### src/rtl/custom_fifo_uart_tx.sv
// Block-to-word serializer in front of the UART transmitter.
// Latches one DEPTH-word block and streams it out word 0 first.
module custom_fifo_uart_tx #(
    parameter int WIDTH = 8,
    parameter int DEPTH = 4,
    parameter int GAP   = 0
) (
    input  logic                   clk,
    input  logic                   arstn,
    input  logic                   valid_i,
    input  logic [DEPTH*WIDTH-1:0] write_data,
    output logic                   ready_o,
    output logic [WIDTH-1:0]       tx_data,
    output logic                   tx_valid,
    input  logic                   tx_ready,
    output logic                   done_o
);

    localparam int IW = (DEPTH > 1) ? $clog2(DEPTH) : 1;
    localparam int GW = (GAP > 0) ? $clog2(GAP + 1) : 1;

    localparam logic [1:0] ST_IDLE = 2'd0;
    localparam logic [1:0] ST_SEND = 2'd1;
    localparam logic [1:0] ST_GAP  = 2'd2;

    logic [1:0]                  state;
    logic [IW-1:0]               idx;
    logic [GW-1:0]               gap_cnt;
    logic [DEPTH-1:0][WIDTH-1:0] blk;
    logic                        last;

    assign ready_o  = (state == ST_IDLE);
    assign tx_valid = (state == ST_SEND);
    assign tx_data  = blk[idx];
    assign last     = (idx == IW'(DEPTH - 1));

    always_ff @(posedge clk or negedge arstn) begin
        if (!arstn) begin
            state   <= ST_IDLE;
            idx     <= '0;
            gap_cnt <= '0;
            blk     <= '0;
            done_o  <= 1'b0;
        end else begin
            done_o <= 1'b0;
            unique case (1'b1)
                state == ST_IDLE: begin
                    if (valid_i) begin
                        blk   <= write_data;
                        idx   <= '0;
                        state <= ST_SEND;
                    end
                end
                state == ST_SEND: begin
                    if (tx_ready) begin
                        if (last) begin
                            idx    <= '0;
                            done_o <= 1'b1;
                            state  <= ST_IDLE;
                        end else begin
                            idx <= idx + 1'b1;
                            // no spacing after the final word
                            if (GAP > 0) begin
                                gap_cnt <= GW'(GAP);
                                state   <= ST_GAP;
                            end
                        end
                    end
                end
                state == ST_GAP: begin
                    gap_cnt <= gap_cnt - 1'b1;
                    if (gap_cnt == GW'(1)) state <= ST_SEND;
                end
                default: state <= ST_IDLE;
            endcase
        end
    end

endmodule
### config.mk
export PLATFORM = sky130hd
export DESIGN_NAME = custom_fifo_uart_tx
export DESIGN_NICKNAME = d
export VERILOG_FILES = /design/src/rtl/custom_fifo_uart_tx.sv
export SDC_FILE = /design/constraint.sdc
export NUM_CORES = 1
export LEC_CHECK = 0
export CAP_MARGIN = 20
export CORE_ASPECT_RATIO = 1.5
export CORE_MARGIN = 2
export CORE_UTILIZATION = 45
export CTS_BUF_LIST = sky130_fd_sc_hd__clkbuf_8 sky130_fd_sc_hd__clkbuf_16
export DETAILED_ROUTE_END_ITERATION = 7
export PLACE_DENSITY = 0.75
export SYNTH_ARGS = -nofsm -noshare
export SYNTH_HDL_FRONTEND = slang
export SYNTH_SLANG_ARGS = --single-unit
### constraint.sdc
create_clock -name clk -period 2.3 [get_ports clk]
set_input_delay 0.345 -clock clk [delete_from_list [all_inputs] [get_ports clk]]
set_output_delay 0.345 -clock clk [all_outputs]
set_load 0.005 [all_outputs]
# After elaboration in Yosys (flattened, before gate mapping)
# Index checks and enable logic that the tools add are counted.
[word_totals]
ff_bits = 38
inputBits = 36
output_inout_bits = 11
wordCells = 37
[classes]
addsub = 2
order_cmp = 1
eq_ne = 7
mux = 14
reduce_logical = 5
[ops]
columns = ["op", "count"]
rows = [
  ["binary-select mux 8 bit (select 2 bit)", 1],
  ["2-to-1 mux 2 bit", 7],
  ["2-to-1 mux 8 bit", 1],
  ["one-hot mux 2 bit (3 select lines)", 1],
  ["equality test 2 bit, second input constant", 2],
  ["!= test 2 x 1 -> 1 bit, second input constant", 2],
  ["!= test 2 bit, second input constant", 2],
  ["one-hot mux 2 bit (2 select lines)", 1],
  ["AND reduction 4 bit", 1],
  ["less-than comparator 2 x 3 -> 1 bit, second input constant", 1],
  ["2-to-1 mux 1 bit", 3],
  ["AND reduction 3 bit", 1],
  ["adder 2 x 1 -> 2 bit, second input constant", 1],
  ["equality test 2 x 1 -> 1 bit, second input constant", 1],
  ["zero test 2 bit", 1],
  ["AND reduction 2 bit", 1],
  ["nonzero test 2 bit", 1],
  ["subtractor 1 bit, second input constant", 1],
]

# Logic depth before layout (Yosys ltp)
# Gate-level depths: netlist of run 1.
[depth]
depth_word = 4
ltp_mapped = 4
ltp_nobuf = 3

# Worst setup path after synthesis of run 1
# OpenSTA, ideal clock, no wires.
[synth_path]
path_type = "reg-to-output"
startpoint = "register idx[0]"
endpoint = "output port tx_data[0]"
arrival_time_ns = 1.044
setup_slack_ns = 0.911
stages_incl_launch_ff = 3
n_path_buf = 1
cell_sequence = "dfrtp_1 buf_4 mux4_2"
[synth_via]
elab_chain_cells = 2
[synth_lines]
columns = ["item", "line", "source"]
rows = [
  ["from (decl)", "27", "logic [IW-1:0] idx;"],
  ["from (signal assigned)", "61", "idx <= idx + 1'b1;"],
  ["binary-select mux 8 bit (select 2 bit)", "34", "assign tx_data = blk[idx];"],
  ["2-to-1 mux 8 bit (not written as such)", "34", ""],
  ["to (decl)", "13", "output logic [WIDTH-1:0] tx_data,"],
]
# No other way between the ends. The select of a mux whose other input is x is not followed.

# Worst setup path in the final report of run 1
[layout_path]
startpoint = "register idx[0]"
endpoint = "output port tx_data[6]"
# The elaborated chain is that of the path after synthesis.

==> impl_metrics.csv, run 1 <==
group,metric,value,unit
setup_path,max_stage_delay,510,ps
global_route,antenna_found_initial,0,
synth,ys_ff_latch,36,
floorplan,die_h,79.7,um
placed_design,port_buffers,46,
timing,tns,0,ps
routing,routed_via_density,5.33,
timing,slew_viol_final,0,
setup_path,reg2reg_slack,960,ps
timing,hold_ws,132,ps
routing,detail-route-antenna-nets,0,
synth,avgSynthCellArea,18.3,um^2
timing,finalCritPeriodShare,96.5,%
pwr,switching_share,27.0,%
finish,n_antenna_cell,0,
synth,synth_nets,131,
clocking,cts_sinks,36,
status,status,"finished, final reports clean",
floorplan,io_pins,47,
synth,synth_top_family_by_area,"multiplexers",
timing,setup_viol_count_final,0,
worst_hold_path,hold_class,"input pin to async pin",
clocking,cts_inserted_buffers,5,
floorplan,num_rows,27,
pwr,power.leakage,0.996,nW
floorplan,core_area,0.00368,mm^2
finish,syn_to_final_growth,33.0,%
synth,yosysTopAreaCell,"dfrtp_1",
setup_path,r2r-start,"state[0]",
placed_design,hpwl,2420,um
setup_path,rr_worst_depth,3,
timing,fmax,450,MHz
routing,drt-initial-drc-count,11,
global_route,grt_max_degree,37,
finish,finalNetCount,182,
global_route,grt_pass1_vias,1165,
global_route,grt_use_total,18.4,%
routing,drc,0,
synth,yosysUniqueCellTypes,17,
synth,synth_mux_area_share,38.6,%
setup_path,cp.arrival,1870,ps
routing,num_vias,1007,
global_route,grt-ovfl-total,0,
placed_design,dp_worst_setup_slack,343,ps
timing,worst_slew_pin_slew,792,ps
synth,synthesis.instances,94,
setup_path,crit_path_end_kind,"output pin",
clocking,cts-root-buf,"clkbuf_8",
pwr,power_density,1330,mW/mm^2
timing,rsz0062_at_grt,"no",
routing,drtPass1Iterations,4,
clocking,cts_tree,"yes",
pwr,power,3.04,mW
setup_path,cp.buffers_inverters,2,
pwr,pwr-share-clk,14.9,%
synth,ys_warn_count,0,
setup_path,critPathMaxFanout,6,
finish,drive_above_1_share,36.3,%
pwr,p_comb_share,46.6,%
routing,wl,3340,um
global_route,grt_pass1_wl,5480,um
setup_path,cp_cell_sequence,"buf_4 > mux4_2 > clkdlybuf4s50_1",
pwr,p_int,2.22,mW
setup_path,critical_path.slowest_cell,"mux4_2",
synth,syn_area,0.00172,mm^2
synth,synth-xor-area-share,0.510,%
setup_path,worstPathRequired,1960,ps
pwr,switchingPower,0.822,mW
synth,synth_top_area_share,52.4,%
synth,synth_fa_ha_area_share,0.728,%
floorplan,die_area,0.00434,mm^2
timing,fin_skew,11.9,ps
clocking,clk_latency,290,ps
timing,fin_ws,80.1,ps
clocking,cts_max_path_buffers,2,
setup_path,r2r-end,"blk[19]",
clocking,clk_pin_slew_worst_paths,70,ps
timing,fin_crit,2220,ps
synth,synth_compound_area_share,0.728,%
synth,synth_simple_gate_area_share,1.89,%
synth,seq_area_frac_synth,52.4,%
setup_path,cp_top_family,"buffers and inverters",
synth,synth_area_leaders,"dfrtp_1 52%, mux2_4 26%, mux4_2 10%, buf_12 3.5%, mux2_2 1.3%",
pwr,vdd_ir_drop_max,0.714,mV
placed_design,gp_congestion,0.673,
timing,hold_viol,0,
timing,slew_headroom,47.2,%
routing,wl_per_cell,17.7,um
floorplan,initial_utilization,46.7,%
floorplan,die_width,54.5,um
setup_path,start_kind,"flip-flop",
pwr,pwr-share-seq,38.5,%
setup_path,path_class,"flip-flop to output pin",
job,max_cap_viol_count,0,
clocking,h-tree-depth,2,
finish,post-route-util,62.0,%
[cells in the final DEF (no fill, tap or decap)]
cell / Yosys / routed
xnor2_1: 1 / 1
nor2b_4: 0 / 1
nor2_1: 2 / 2
o22ai_1: 2 / 2
buf_2: 1 / 1
clkdlybuf4s50_1: 0 / 45
clkbuf_8: 0 / 6
buf_4: 1 / 3
mux2_2: 2 / 2
mux4_2: 8 / 8
inv_1: 1 / 3
dfrtp_1: 36 / 35
and3_1: 1 / 1
ha_1: 1 / 1
mux2_4: 30 / 30
mux2i_1: 1 / 1
nand2b_1: 2 / 2
buf_12: 3 / 1
dfrtp_2: 0 / 1
[sequential cells by signal (all words and copies together), names as in the netlist]
name,flops
blk,32
idx,2
done_o,1
state,1
[how the worst max path moves through the flow]
stage	startpoint	cells after the start	endpoint
floorplan	idx[0]	2	tx_data[0]
global placement	idx[0]	3	tx_data[1]
detailed placement	idx[0]	3	tx_data[6]
CTS	idx[0]	3	tx_data[6]
global route	idx[0]	3	tx_data[6]
finish	idx[0]	3	tx_data[6]
[worst register-to-register path, delay by kind of cell (launching register included)]
family | cells | cell delay, ps
muxes | 1 | 360
buffers and inverters | 1 | 220
DFF | 1 | 460
and+or+nand+nor | 1 | 170
[power groups by stage]
stage          clock network, mW  logic (mW)  registers [mW]
2_1_floorplan                  0       0.987            1.07
3_3_place_gp                   0        1.38            1.16
3_5_place_dp                   0        1.43            1.19
4_1_cts                    0.465        1.44            1.18
5_1_grt                    0.496        1.52            1.22
6_report                   0.454        1.42            1.17
[layer usage]
layer	part of all wire [%]	global-route usage (%)
met1	39	22.0
met2	54	29.0
met3	5.4	5.99
met4	2.2	9.00
met5	0	0
[logic make-up (layout without fill, tap and decap cells)]
family / count (synthesis) / count (layout)
muxes: 41 / 41
DFF: 36 / 36
buffers and inverters: 7 / 59
and+or+nand+nor: 6 / 6
AOI/OAI and AO/OA: 2 / 2
adders and majority gates: 1 / 1
xor gates and xnor gates: 1 / 1
[Yosys cell counts, drive strengths merged]
| cell type | n |
|---|---|
| and3 | 1 |
| buf | 6 |
| dfrtp | 36 |
| ha | 1 |
| inv | 1 |
| mux2 | 32 |
| mux2i | 1 |
| mux4 | 8 |
| nand2b | 2 |
| nor2 | 2 |
| nor2b | 1 |
| o22ai | 2 |
| xnor2 | 1 |
[final cells by class]
cell class	count	area, um^2
fill	283	1400
sequential	36	902
multi-input combinational	51	737
timing repair buffer	50	498
clock buffer	6	82.6
tap	43	53.8
clock inverter	2	7.51
inverter	1	3.75
[metrics by stage]
stage / area [um^2] / std cells
2_1_floorplan: 1720 / 94
3_3_place_gp: 2190 / 181
3_5_place_dp: 2190 / 181
4_1_cts: 2280 / 189
5_1_grt: 2280 / 189
6_report: 2280 / 189
[repair_timing]
item                                    CTS  global route
endpoints found under the setup margin    0             3
hold buffers                              0             0
gates resized for setup                   0             1
setup buffers                             0             0
Power figures use the tool's default switching activity.
==> inputs of run 2 (changes only) <==
==> constraint.sdc (replaced) <==
create_clock -name clk -period 2.6 [get_ports clk]
set_input_delay 0.39 -clock clk [delete_from_list [all_inputs] [get_ports clk]]
set_output_delay 0.39 -clock clk [all_outputs]
set_load 0.05 [all_outputs]
==> run 2 against run 1 <==
Net effect:
- design area down 1.4%
- setup slack better by 310 ps
- utilization down 0.85 points
- routed wire length down 7.3%
- critical path depth down 1
- total power up 3.7%
- clock power up 4%
- hold slack better by 60 ps
- critical path type unchanged
- critical endpoint is now tx_data[3]
- sequential cell count unchanged
- first-iteration DRC count down 55%
==> impl_metrics.csv, run 2 (synthesized netlist as in run 1, its figures left out) <==
group,metric,value,unit
status,status,"finished, final reports clean",
timing,fin_crit,2210,ps
timing,fin_ws,388,ps
worst_hold_path,hold_class,"input pin to async pin",
floorplan,io_pins,47,
clocking,clk_latency,280,ps
setup_path,cp_cell_sequence,"mux4_2 > buf_4",
timing,rsz0062_at_grt,"no",
global_route,grt_pass1_wl,5060,um
placed_design,dp_worst_setup_slack,637,ps
timing,hold_viol,0,
floorplan,initial_utilization,46.7,%
timing,slew_headroom,47.5,%
setup_path,r2r-end,"idx[1]",
timing,finalCritPeriodShare,85.1,%
clocking,cts-root-buf,"clkbuf_8",
routing,wl,3100,um
setup_path,path_class,"flip-flop to output pin",
timing,setup_viol_count_final,0,
placed_design,hpwl,2190,um
setup_path,crit_start,"idx[0]",
setup_path,cp.arrival,1820,ps
global_route,grt_pass1_vias,1057,
finish,top_regs,"blk x32, idx x2",
clocking,cts_resized,0,
placed_design,port_buffers,46,
setup_path,max_stage_delay,750,ps
timing,fin_skew,4.04,ps
routing,drtPass1Iterations,3,
floorplan,die_area,0.00434,mm^2
placed_design,gp_congestion,0.663,
timing,fmax,452,MHz
finish,final_common_cell,"clkdlybuf4s50_1",
global_route,use_met3,5.24,%
setup_path,rr_worst_depth,3,
setup_path,start_kind,"flip-flop",
setup_path,worstPathRequired,2210,ps
clocking,cts_sinks,36,
global_route,grt-ovfl-total,0,
pwr,power_density,1400,mW/mm^2
finish,drive_above_1_share,41.0,%
floorplan,core_area,0.00368,mm^2
finish,final_cell_mix,"37 x clkdlybuf4s50_1, 36 x dfrtp_1, 30 x mux2_4",
placed_design,post-place-cells,179,
setup_path,r2r-start,"idx[0]",
finish,regMostFlops,"blk",
clocking,cts_max_path_buffers,2,
finish,layout.cells.non_filler,187,
global_route,use_met2,25.7,%
setup_path,critPathMaxFanout,11,
setup_path,reg2reg_slack,1150,ps
routing,drc,0,
setup_path,critical_path.slowest_cell,"dfrtp_1",
floorplan,die_h,79.7,um
setup_path,crit_end,"tx_data[3]",
floorplan,num_rows,27,
pwr,power.leakage,0.998,nW
global_route,antenna_found_initial,0,
floorplan,die_width,54.5,um
global_route,grt_use_total,16.5,%
finish,syn_to_final_growth,31.2,%
job,max_cap_viol_count,0,
finish,finalNetCount,180,
global_route,use_met1,21.1,%
timing,tns,0,ps
timing,worst_slew_pin_slew,788,ps
routing,detail-route-antenna-nets,0,
clocking,postCtsHoldBufs,0,
timing,slew_viol_final,0,
finish,fill_cells,289,
finish,post-route-util,61.2,%
routing,drt-initial-drc-count,5,
timing,hold_ws,192,ps
setup_path,crit_path_end_kind,"output pin",
routing,num_vias,943,
clocking,cts_inserted_buffers,5,
clocking,cts_tree,"yes",
finish,n_antenna_cell,0,
clocking,h-tree-depth,2,
clocking,postCtsSetupBuffers,0,
pwr,vdd_ir_drop_max,0.826,mV
clocking,clk_pin_slew_worst_paths,70,ps
global_route,grt_max_degree,37,
routing,wl_per_cell,16.6,um
global_route,grt-busiest-layer,"met2",
finish,largest_reg_flops,32,
routing,routed_via_density,5.04,
## run 2: cell type report
cell class                 count  area [um^2]  area share (%)
clock inverter                 3         38.8            1.72
tap                           43         53.8            2.39
sequential                    36          901            40.0
multi-input combinational     51          737            32.7
timing repair buffer          48          450            20.0
clock buffer                   5         68.8            3.05
inverter                       1         3.75           0.167
## run 2: per-layer routing
metal / part of all wire [%] / wire length [um]
met5: 0 / 0
met4: 1.1 / 34
met3: 4.4 / 135
met2: 53 / 1640
met1: 42 / 1290
## run 2: stage by stage
step | total power, mW | area [um^2]
6_report | 3.15 | 2250
3_3_place_gp | 2.66 | 2150
5_1_grt | 3.33 | 2250
2_1_floorplan | 2.33 | 1720
4_1_cts | 3.20 | 2250
3_5_place_dp | 2.71 | 2150
## run 2: how the worst min path moves through the flow
stage,cells past startpoint,end,start,slack (ps)
floorplan,0,blk[0],arstn,90
global placement,1,blk[12],blk[12],490
detailed placement,1,blk[0],blk[0],490
CTS,1,blk[12],arstn,210
global route,1,idx[1],arstn,240
finish,1,blk[5],arstn,190
## run 2: worst max-delay path: cells and delay by family (launching register included)
family	cells	cell delay [ps]
buffers and inverters	1	200
multiplexers	1	590
flip-flops	1	750
## run 2: power breakdown
group / switching (mW) / internal, mW
Clock: 0.190 / 0.281
Combinational: 0.776 / 0.841
Sequential: 0.228 / 0.840
Total: 1.19 / 1.96
